$ cat src/rtl/mips_pkg.sv
// Shared MIPS32 pipeline definitions: widths, reset PC, NOP and the fetch-buffer entry.
package mips_pkg;

    localparam int          WORD_W       = 32;
    localparam int          ADDR_W       = 32;
    localparam logic [31:0] RESET_PC_DEF = 32'h0000_0000;
    localparam logic [31:0] NOP          = 32'h0000_0000;

    typedef struct packed {
        logic [WORD_W-1:0] ins;
        logic [ADDR_W-1:0] pc;
    } fetch_entry_t;

endpackage

$ cat src/rtl/ifetch_fifo.sv
// Instruction buffer: small synchronous FIFO with flush and a registered head entry,
// so the pushed word is visible on the output one cycle after the push.
module ifetch_fifo
    import mips_pkg::*;
#(
    parameter int DEPTH = 3,
    parameter int CNT_W = 2
) (
    input  logic             clk,
    input  logic             rst_n,
    input  logic             push_i,
    input  fetch_entry_t     data_i,
    input  logic             pop_i,
    input  logic             flush_i,
    output logic             valid_o,
    output fetch_entry_t     head_o,
    output logic [CNT_W-1:0] count_o
);

    fetch_entry_t     mem_q [DEPTH];
    fetch_entry_t     head_q, head_d;
    logic [CNT_W-1:0] rd_ptr_q, rd_ptr_d;
    logic [CNT_W-1:0] wr_ptr_q, wr_ptr_d;
    logic [CNT_W-1:0] count_q, count_d;
    logic             valid_q;
    logic             do_push, do_pop;

    function automatic logic [CNT_W-1:0] ptr_inc(input logic [CNT_W-1:0] p);
        return (p == CNT_W'(DEPTH - 1)) ? '0 : p + 1'b1;
    endfunction

    assign do_push = push_i & ~flush_i;
    assign do_pop  = pop_i & valid_q & ~flush_i;

    always_comb begin
        rd_ptr_d = rd_ptr_q;
        wr_ptr_d = wr_ptr_q;
        count_d  = count_q;
        head_d   = head_q;
        if (flush_i) begin
            rd_ptr_d = '0;
            wr_ptr_d = '0;
            count_d  = '0;
        end else begin
            if (do_pop)  rd_ptr_d = ptr_inc(rd_ptr_q);
            if (do_push) wr_ptr_d = ptr_inc(wr_ptr_q);
            count_d = count_q + CNT_W'(do_push) - CNT_W'(do_pop);
            // The entry being written this cycle may itself become the new head.
            if (count_d != '0)
                head_d = (do_push && wr_ptr_q == rd_ptr_d) ? data_i : mem_q[rd_ptr_d];
        end
    end

    always_ff @(posedge clk) begin
        if (do_push) mem_q[wr_ptr_q] <= data_i;
    end

    always_ff @(posedge clk) begin
        if (!rst_n) begin
            rd_ptr_q <= '0;
            wr_ptr_q <= '0;
            count_q  <= '0;
            valid_q  <= 1'b0;
            head_q   <= '0;
        end else begin
            rd_ptr_q <= rd_ptr_d;
            wr_ptr_q <= wr_ptr_d;
            count_q  <= count_d;
            valid_q  <= (count_d != '0);
            head_q   <= head_d;
        end
    end

    assign valid_o = valid_q;
    assign head_o  = head_q;
    assign count_o = count_q;

endmodule

$ cat src/rtl/ifetch.sv
// MIPS32 instruction-fetch stage: owns the PC, issues credit-limited word fetches,
// drops responses made stale by redirects and buffers live ones for IF/ID.
module ifetch
    import mips_pkg::*;
#(
    parameter logic [31:0] RESET_PC = RESET_PC_DEF,
    parameter int          DEPTH    = 3,
    parameter int          CNT_W    = 2
) (
    input  logic        clk,
    input  logic        rst_n,
    output logic        o_imem_req,
    output logic [31:0] o_imem_addr,
    input  logic        i_imem_gnt,
    input  logic        i_imem_rvalid,
    input  logic [31:0] i_imem_rdata,
    input  logic        i_redirect,
    input  logic [31:0] i_redirect_pc,
    output logic        o_valid,
    input  logic        i_ready,
    output logic [31:0] o_ins,
    output logic [31:0] o_pc,
    output logic [31:0] o_pc4
);

    localparam int               DROP_W  = 8;
    localparam logic [CNT_W:0]   DEPTH_L = (CNT_W + 1)'(DEPTH);

    logic [31:0]       pc_q, pc_d;
    logic [CNT_W-1:0]  outst_q, outst_d;
    logic [DROP_W-1:0] drop_q, drop_d;
    logic              i_redirect_q;
    logic [CNT_W-1:0]  fifo_count;
    logic [CNT_W:0]    credit_used;
    logic              fire;
    logic              push;
    fetch_entry_t      push_entry;
    fetch_entry_t      head;
    logic              unused_redirect_lsbs;

    assign unused_redirect_lsbs = ^i_redirect_pc[1:0];

    // Buffered plus live in-flight words may never exceed the buffer size.
    assign credit_used = {1'b0, fifo_count} + {1'b0, outst_q};
    assign o_imem_req  = ~i_redirect_q & (credit_used < DEPTH_L);
    assign o_imem_addr = pc_q;
    assign fire        = o_imem_req & i_imem_gnt;

    assign push           = i_imem_rvalid & (drop_q == '0) & ~i_redirect;
    assign push_entry.ins = i_imem_rdata;
    // Live fetches are contiguous and end at pc-4.
    assign push_entry.pc  = pc_q - 32'({outst_q, 2'b00});

    always_comb begin
        pc_d    = pc_q;
        outst_d = outst_q;
        drop_d  = drop_q;
        if (fire) pc_d = pc_q + 32'd4;
        if (i_imem_rvalid) begin
            if (drop_q != '0) drop_d  = drop_q - 1'b1;
            else              outst_d = outst_q - 1'b1;
        end
        if (fire) outst_d = outst_d + 1'b1;
        // Every live fetch still in flight after this edge becomes stale.
        if (i_redirect) begin
            pc_d    = {i_redirect_pc[31:2], 2'b00};
            drop_d  = drop_d + DROP_W'(outst_d);
            outst_d = '0;
        end
    end

    always_ff @(posedge clk) begin
        if (!rst_n) begin
            pc_q         <= RESET_PC;
            outst_q      <= '0;
            drop_q       <= '0;
            i_redirect_q <= 1'b1;  // keeps the request low for the first cycle out of reset
        end else begin
            pc_q         <= pc_d;
            outst_q      <= outst_d;
            drop_q       <= drop_d;
            i_redirect_q <= i_redirect;
        end
    end

    ifetch_fifo #(
        .DEPTH (DEPTH),
        .CNT_W (CNT_W)
    ) u_fifo (
        .clk     (clk),
        .rst_n   (rst_n),
        .push_i  (push),
        .data_i  (push_entry),
        .pop_i   (i_ready),
        .flush_i (i_redirect),
        .valid_o (o_valid),
        .head_o  (head),
        .count_o (fifo_count)
    );

    assign o_ins = head.ins;
    assign o_pc  = head.pc;
    assign o_pc4 = head.pc + 32'd4;

    a_rvalid_has_fetch: assert property (@(posedge clk) disable iff (!rst_n)
        i_imem_rvalid |-> (outst_q != '0 || drop_q != '0))
        else $error("ifetch: imem rvalid with no fetch outstanding");

endmodule

$ cat config.mk
export PLATFORM = sky130hd
export DESIGN_NAME = ifetch
export DESIGN_NICKNAME = d
export VERILOG_FILES = /design/src/rtl/mips_pkg.sv /design/src/rtl/ifetch_fifo.sv /design/src/rtl/ifetch.sv
export SDC_FILE = /design/constraint.sdc
export NUM_CORES = 1
export LEC_CHECK = 0
export CAP_MARGIN = 5
export CORE_MARGIN = 2
export CORE_UTILIZATION = 47
export CTS_CLUSTER_DIAMETER = 50
export DETAILED_ROUTE_END_ITERATION = 8
export DONT_BUFFER_PORTS = 1
export GPL_TIMING_DRIVEN = 0
export PLACE_DENSITY = 0.7
export SETUP_SLACK_MARGIN = 0.4
export SLEW_MARGIN = 0
export SYNTH_ARGS = -nofsm -noshare
export SYNTH_HDL_FRONTEND = slang
export SYNTH_HIERARCHICAL = 1
export SYNTH_SLANG_ARGS = --single-unit
$ cat constraint.sdc
create_clock -name clk -period 23.4 [get_ports clk]
set_input_delay 5.85 -clock clk [delete_from_list [all_inputs] [get_ports clk]]
set_output_delay 5.85 -clock clk [all_outputs]
set_load 0.02 [all_outputs]
==> reports/qor.txt, run 1 <==
post-synth cell types -> 71
worst slew pin tran -> 1070 ps
global route overflow -> 0
CP endpoint kind -> output port
Initial Util -> 0.480
final worst-path cycle share -> 0.390
max-cap viol count -> 0
worst r2r path cells -> 15
worst skew pair latency -> 510 ps
WL/cell -> 20.9 um
cell area after synthesis -> 15,300 sq um
crit-path leading delay family -> simple AND/OR/NAND/NOR gates
Slew Limit Headroom -> 0.280
CP Data Required Time -> 17,550 ps
Hold Startpoint -> u_fifo/rd_ptr_q[0]
# fillers -> 2,781
Setup CP Type -> reg2out
DP HPWL -> 30,300 um
startpoint types -> register
Power Dens Cells -> 82.5 nW/um^2
fin worst setup slack -> 14,280 ps
area delta synth->final -> 13.5%
vias per cell -> 6.02
number of routed nets with antenna violations -> 0
FF-to-FF Start -> drop_q[4]
outcome -> complete, no violations
Iter 0 DRT Violations -> 1,278
WHS Path Cells -> 2
Crit path largest cell delay -> 690 ps
Placed Cells -> 1,990
CP max stage cell -> or4_1
top post-synthesis cells by area -> edfxtp_1 (38%), dfxtp_1 (15%), nand2_1 (9.2%), a32oi_1 (7.2%), mux2i_1 (4.5%)
VDD IR max -> 0.0641 mV
Critical Path AT -> 3270 ps
cell with the most instances after synthesis -> nand2_1
core area -> 31,800 sq um
# DRC -> 0
GRT Total Usage -> 0.250
main flop type after synthesis -> edfxtp_1
post-cts resize count -> 0
pre-CTS setup slack -> 14,070 ps
reg-to-reg slack, setup -> 18,910 ps
share of cells above drive strength 1 -> 0.0852
Yosys warnings -> 6
EDFF count, synth -> 192
Max clock buf depth -> 3
first-pass GRT wire length -> 65,600 um
syn_area_per_cell -> 10.0 sq um
Reg clk slew, reported paths -> 60 ps
Final setup viols -> 0
Post-synth ARST share -> 0
row cnt -> 65
DRT Wirelength -> 43,000 um
sequential element share of the synthesized area -> 0.525
setup repair bufs after CTS -> 0
Critical Path, Cell by Cell -> nand4_1 > or4_1 > nor3_1 > nand4_1 > xnor2_1
via count -> 12,373
CP dominant cell by count -> nand4_1
initial antenna violation count -> 0
setup_tns -> 0 ps
Period minus WS final -> 9120 ps
unrepaired setup endpoints after global routing -> false
hold endpoint -> u_fifo/rd_ptr_q[0]
Max Clock Skew -> 9.44 ps
P_leak -> 6.50 nW
Synth top area share -> 0.378
Num CTS Buffers -> 36
FF+latch count, synth -> 304
fin cells -> 2,054
Multi-input gate area -> 6660 sq um
Slew Limit Fails -> 0
most common library cells after synthesis -> nand2_1 (372), edfxtp_1 (192), a32oi_1 (125), dfxtp_1 (112), o21ai_0 (102)
Diodes inserted -> 0
Root Buffer -> clkbuf_16
Final #Nets -> 1,677
Max FO, Critical Path -> 7
count of final hold-check violations -> 0
Post-CTS Hold Buffers -> 0
vias in the first global route -> 11,945
routability congestion estimate -> 0.880
Max Freq -> 110 MHz
IO Count -> 200
Mapped Cells -> 1,526
Initial DRT Pass Iterations -> 6
register area -> 8010 sq um
port bufs -> 0
die area -> 33,900 sq um
CTS tree -> yes
HP Class -> reg2reg
clock sinks -> 304
crit path buf inv count -> 0
area leader, netlist -> edfxtp_1
Crit Reg-Reg Endpoint -> u_fifo/head_o[13]
H-tree levels -> 2
die width -> 184 um
DIE HEIGHT -> 184 um
largest net degree at the start of global routing -> 15
## cell usage in the layout, fill, tap and decap left out, drive strengths merged, types with 5 or more instances in the layout
cell type  synthesis  final
xnor2             65     65
dfxtp            112    112
nand2            372    372
mux2i             68     68
edfxtp           192    192
o211ai             5      5
clkbuf            74    121
and2               7      7
nand2b             6      6
nor4              18     18
or3               11     11
a21oi             29     29
inv               23     25
nor2              31     31
xor2              28     28
and3               9      9
conb               1     10
or4                5      5
a32oi            125    125
buf               45     65
o21ai            163    163
ha                11     11
nand4             15     15
nand3             26     26
nor3              29     29
clkinv             1      8
## worst register-to-register path, delay by kind of cell, from the launching register on
| kind | cells | cell delay (ps) |
|---|---|---|
| flip-flops | 1 | 300 |
| XOR/XNOR | 1 | 290 |
| AO/OA/AOI/OAI | 3 | 390 |
| buffers and inverters | 4 | 1050 |
| adder cells (fa/ha/maj) | 2 | 530 |
| AND/OR/NAND/NOR | 5 | 1840 |
## kinds of logic (layout without fill, tap and decap cells)
group                    Yosys count  in the layout  synth area share
XOR/XNOR                          94             94            0.0566
multiplexers                      70             70            0.0463
adder cells (fa/ha/maj)           14             14            0.0130
AND/OR/NAND/NOR                  553            553             0.164
AO/OA/AOI/OAI                    347            347             0.153
flip-flops                       304            304             0.525
other                              1             10          0.000246
buffers and inverters            143            227            0.0420
## sequential cells by signal, summed over array words and instances, names as in the netlist
register	cells
drop_q	8
i_redirect_q	1
o_imem_addr	30
outst_q	2
u_fifo/count_o	2
u_fifo/head_o	64
u_fifo/mem_q	192
u_fifo/rd_ptr_q	2
u_fifo/valid_o	1
u_fifo/wr_ptr_q	2
## power breakdown
group / internal, W / total [W] / switching (W)
combinational: 0.0000810 / 0.000210 / 0.000129
sequential: 0.000607 / 0.000652 / 0.0000446
clock: 0.000351 / 0.000567 / 0.000216
total: 0.00104 / 0.00143 / 0.000390
## per-stage QoR
step	total power (W)	utilization	hold WS (ps)	cell area, sq um
after floorplan	0.000811	-	471	15300
after global placement	0.000860	0.498	499	15800
after detailed placement	0.000869	0.506	502	16100
after CTS	0.00143	0.544	511	17300
after global routing	0.00149	0.544	546	17300
final	0.00143	0.544	515	17300
## per-layer routing
layer,GRT usage,up-vias,part of all wire,wire (um)
met5,0,-,0,0
met4,0.102,0,0.037,1600
met3,0.0480,97,0.093,3990
met2,0.411,627,0.47,20100
met1,0.324,5920,0.40,17400
li1,-,5729,-,-
## layout make-up
class,instances,area share
Inverter,24,0.00520
Clock buffer,47,0.0586
Timing Repair Buffer,20,0.0141
Sequential cell,304,0.463
Clock inverter,17,0.0116
Tap cell,435,0.0314
Multi-Input combinational cell,1088,0.385
Buffer,119,0.0318
## worst max-delay path by stage
stage	from	to	slack, ps	cells after the start
6_report	u_fifo/head_o[13]	o_pc4[31]	14280	5
5_1_grt	u_fifo/head_o[13]	o_pc4[26]	14090	5
4_1_cts	u_fifo/head_o[13]	o_pc4[31]	14260	5
3_5_place_dp	i_redirect	u_fifo/head_o[63]	14070	14
3_3_place_gp	i_imem_rvalid	u_fifo/mem_q[2][36]	7510	5
2_1_floorplan	i_imem_rvalid	u_fifo/mem_q[1][0]	11270	5
Power figures use the tool's default switching activity.
==> run 2, diff against run 1 <==
==> constraint.sdc (replaced) <==
create_clock -name clk -period 8.6 [get_ports clk]
set_input_delay 2.15 -clock clk [delete_from_list [all_inputs] [get_ports clk]]
set_output_delay 2.15 -clock clk [all_outputs]
set_load 0.02 [all_outputs]
==> reports/qor.txt, run 2 (synthesized netlist as in run 1, its figures left out) <==
outcome -> complete, no violations
P_leak -> 6.45 nW
DIE HEIGHT -> 184 um
sw power -> 0.00107 W
Net Sw Frac -> 0.282
Setup CP Type -> reg2out
Period minus WS final -> 5410 ps
startpoint types -> register
core area -> 31,800 sq um
Slew Limit Headroom -> 0.293
via count -> 12,264
CTS tree -> yes
post-cts resize count -> 0
Slew Limit Fails -> 0
Logic pwr share -> 0.151
Max Clock Skew -> 16.3 ps
Reg clk slew, reported paths -> 60 ps
Max clock buf depth -> 3
most frequent cells in the layout -> nand2_1 (372), edfxtp_1 (192), a32oi_1 (125)
Final Cell Area -> 17,200 sq um
area delta synth->final -> 13.0%
Post-CTS Hold Buffers -> 0
internal power -> 0.00274 W
Multi-input gate area -> 6670 sq um
largest net degree at the start of global routing -> 18
Crit Reg-Reg Endpoint -> u_fifo/head_o[12]
Critical Path AT -> 3260 ps
row cnt -> 65
Area after DPL -> 16,100 sq um
Power Dens Cells -> 221 nW/um^2
routability congestion estimate -> 0.894
die area -> 33,900 sq um
# DRC -> 0
port bufs -> 0
most common cell after layout, fill and taps aside -> nand2_1
setup repair bufs after CTS -> 0
HP Class -> reg2reg
worst hold slack -> 535 ps
first-pass GRT wire length -> 66,100 um
FF-to-FF Start -> drop_q[4]
vias in the first global route -> 12,007
worst skew pair latency -> 510 ps
Final #Nets -> 1,672
Iter 0 DRT Violations -> 1,242
share of cells above drive strength 1 -> 0.0825
final worst-path cycle share -> 0.629
max reg flops -> 192
worst slew pin tran -> 1060 ps
reg-to-reg slack, setup -> 4110 ps
Diodes inserted -> 0
initial antenna violation count -> 0
Num CTS Buffers -> 36
Critical path origin -> u_fifo/head_o[14]
most flop-heavy register -> u_fifo/mem_q
WL/cell -> 21.2 um
vias per cell -> 5.99
# fillers -> 2,730
VDD IR max -> 0.196 mV
worst r2r path cells -> 15
Final setup viols -> 0
clock sinks -> 304
CP endpoint kind -> output port
GRT Total Usage -> 0.251
worst setup path end -> o_pc4[26]
register area -> 8010 sq um
DRT Wirelength -> 43,500 um
Clock power frac -> 0.384
share of power burned in registers -> 0.465
Initial Util -> 0.480
die width -> 184 um
CP Data Required Time -> 6450 ps
IO Count -> 200
max-cap viol count -> 0
Max Freq -> 185 MHz
H-tree levels -> 2
count of final hold-check violations -> 0
unrepaired setup endpoints after global routing -> false
DP HPWL -> 30,100 um
global route overflow -> 0
Root Buffer -> clkbuf_16
Initial DRT Pass Iterations -> 6
number of routed nets with antenna violations -> 0
Max FO, Critical Path -> 6
## run 2: changes by cell type in the layout (fill, tap and decap cells not counted), moves of 2 or more
cell / previous run / this run
buf_6: 22 / 12
buf_8: 5 / 8
clkinv_1: 5 / 7
buf_16: 0 / 2
clkinv_2: 2 / 4
nor3b_4: 0 / 2
bufinv_16: 4 / 2
clkbuf_1: 80 / 77
nor3b_2: 3 / 1
## run 2: worst min-delay path by stage
stage	start	end	slack (ps)	cells after the start
2_1_floorplan	u_fifo/rd_ptr_q[0]	u_fifo/rd_ptr_q[0]	470	2
3_3_place_gp	u_fifo/rd_ptr_q[0]	u_fifo/rd_ptr_q[0]	500	2
3_5_place_dp	u_fifo/rd_ptr_q[0]	u_fifo/rd_ptr_q[0]	520	2
4_1_cts	u_fifo/rd_ptr_q[0]	u_fifo/rd_ptr_q[0]	530	2
5_1_grt	u_fifo/rd_ptr_q[0]	u_fifo/rd_ptr_q[0]	560	2
6_report	u_fifo/rd_ptr_q[0]	u_fifo/rd_ptr_q[0]	540	2
## run 2: area by class of cell
class                      instances  share of cell area
sequential                       304               0.465
clock inverter                    21              0.0103
buffer                           119              0.0319
clock buffer                      42              0.0560
multi-input combinational       1088               0.387
inverter                          24             0.00523
tap                              435              0.0316
timing repair buffer              15              0.0134
## run 2: critical path, cell delays in order (launching register included)
cell     delay, ps
dfxtp_1        590
nand4_1        360
or4_1          700
nor3_1         490
nand3_1        160
xnor2_1        440
## run 2: routing by layer
metal,GRT usage,wire [um]
met5,0,0
met4,0.0883,1280
met3,0.0496,3880
met2,0.416,20500
met1,0.329,17900
## run 2: power groups by stage
stage	clock network (W)	logic, W	registers (W)
after global routing	0.00155	0.000638	0.00178
after global placement	0	0.000530	0.00181
after CTS	0.00148	0.000568	0.00177
after floorplan	0	0.000426	0.00178
final	0.00146	0.000574	0.00177
after detailed placement	0	0.000561	0.00180
## run 2: per-stage QoR
step	TNS (ps)	instances	total power [W]	util	setup slack, ps
3_3_place_gp	-196130	1970	0.00234	0.498	-3070
2_1_floorplan	0	1535	0.00221	-	529
3_5_place_dp	0	1985	0.00236	0.506	2910
4_1_cts	0	2048	0.00382	0.542	3190
5_1_grt	0	2048	0.00397	0.542	2980
6_report	0	2048	0.00381	0.542	3190
==> run 3, diff against run 2 <==
==> constraint.sdc (replaced) <==
create_clock -name clk -period 5.67 [get_ports clk]
set_input_delay 1.4175 -clock clk [delete_from_list [all_inputs] [get_ports clk]]
set_output_delay 1.4175 -clock clk [all_outputs]
set_load 0.02 [all_outputs]
==> reports/qor.txt, run 3 (synthesized netlist as in run 1, its figures left out) <==
vias in the first global route -> 12,092
final worst-path cycle share -> 0.848
Root Buffer -> clkbuf_16
GRT Total Usage -> 0.251
CTS tree -> yes
Max FO, Critical Path -> 7
Clock power frac -> 0.397
worst skew pair latency -> 520 ps
post-cts resize count -> 0
H-tree levels -> 2
Area after DPL -> 16,200 sq um
Initial DRT Pass Iterations -> 6
largest net degree at the start of global routing -> 18
max reg flops -> 192
register area -> 8010 sq um
Max Freq -> 208 MHz
Num CTS Buffers -> 36
Reg clk slew, reported paths -> 60 ps
Slew Limit Fails -> 0
initial antenna violation count -> 0
Max Clock Skew -> 17.3 ps
WL/cell -> 21.2 um
FF-to-FF Start -> drop_q[4]
count of final hold-check violations -> 0
# fillers -> 2,746
Period minus WS final -> 4810 ps
most flop-heavy register -> u_fifo/mem_q
global route overflow -> 0
routability congestion estimate -> 0.871
Setup CP Type -> reg2out
Power Dens Cells -> 340 nW/um^2
via count -> 12,352
Post-CTS Hold Buffers -> 0
die width -> 184 um
fin cells -> 2,048
Slew Limit Headroom -> 0.256
P_leak -> 6.50 nW
setup_tns -> 0 ps
most frequent cells in the layout -> nand2_1 (372), edfxtp_1 (192), a32oi_1 (125)
Max clock buf depth -> 3
number of routed nets with antenna violations -> 0
Initial Util -> 0.480
Multi-input gate area -> 6680 sq um
Critical Path AT -> 3390 ps
Hold Startpoint -> u_fifo/rd_ptr_q[0]
CP endpoint kind -> output port
CP Data Required Time -> 4250 ps
Diodes inserted -> 0
row cnt -> 65
die area -> 33,900 sq um
DP HPWL -> 30,200 um
unrepaired setup endpoints after global routing -> false
worst slew pin tran -> 1100 ps
Final setup viols -> 0
share of power burned in registers -> 0.455
Power, Total -> 0.00591 W
sw power -> 0.00162 W
Final #Nets -> 1,669
outcome -> complete, no violations
Critical path origin -> u_fifo/head_o[13]
HP Class -> reg2reg
DRT Wirelength -> 43,400 um
DIE HEIGHT -> 184 um
first-pass GRT wire length -> 66,000 um
internal power -> 0.00429 W
clock sinks -> 304
startpoint types -> register
port bufs -> 0
share of cells above drive strength 1 -> 0.0800
Logic pwr share -> 0.148
vias per cell -> 6.03
Net Sw Frac -> 0.274
area delta synth->final -> 13.8%
# DRC -> 0
max-cap viol count -> 0
IO Count -> 200
most common cell after layout, fill and taps aside -> nand2_1
VDD IR max -> 0.280 mV
core area -> 31,800 sq um
Placed Cells -> 1,982
Final Cell Area -> 17,400 sq um
setup repair bufs after CTS -> 0
Iter 0 DRT Violations -> 1,170
==> run 3: cell count changes in the layout (fill, tap and decap cells not counted), sizes merged <==
cell / before / now
bufinv: 2 / 4
clkinv: 12 / 6
inv: 26 / 27
clkbuf: 116 / 126
buf: 60 / 57
clkinvlp: 5 / 1
==> run 3: power by group through the flow <==
stage          registers [W]  logic, W  clock network [W]
4_1_cts              0.00269  0.000873            0.00238
3_3_place_gp         0.00274  0.000809                  0
6_report             0.00269  0.000878            0.00234
2_1_floorplan        0.00269  0.000650                  0
3_5_place_dp         0.00273  0.000866                  0
5_1_grt              0.00271  0.000974            0.00247
==> run 3: critical path: stages, from the launching register on <==
cell and delay, ps:
dfxtp_1 630, nand4_1 370, or4_1 710, nor3_1 520, nand3_1 170, xnor2_1 470
==> run 3: metrics by stage <==
stage	setup WS (ps)	utilization	hold slack [ps]
2_1_floorplan	1050	-	471
3_3_place_gp	-457	0.499	502
3_5_place_dp	678	0.508	515
4_1_cts	878	0.546	524
5_1_grt	686	0.546	573
6_report	864	0.546	531
==> run 3: area by class of cell <==
type,count,share of cell area
Buffer,119,0.0317
Clock buffer,52,0.0589
Clock inverter,14,0.0110
Inverter,24,0.00519
Multi-Input combinational cell,1088,0.385
Sequential cell,304,0.461
Tap cell,435,0.0313
Timing Repair Buffer,12,0.0161
==> run 3: worst paths after layout <==
path                              to  slack, ps  cells after the start
setup / recovery           o_pc4[26]        860                      5
hold / removal    u_fifo/rd_ptr_q[0]        530                      2
hold reg to reg   u_fifo/rd_ptr_q[0]        530                      2
setup reg to reg   u_fifo/head_o[33]       1080                     15
==> run 3: per-layer routing <==
layer / global-route usage / wire [um] / vias to the layer above
met5: 0 / 0 / -
met4: 0.120 / 1900 / 0
met3: 0.0559 / 4450 / 100
met2: 0.414 / 20200 / 631
met1: 0.313 / 16800 / 5914
li1: - / - / 5707
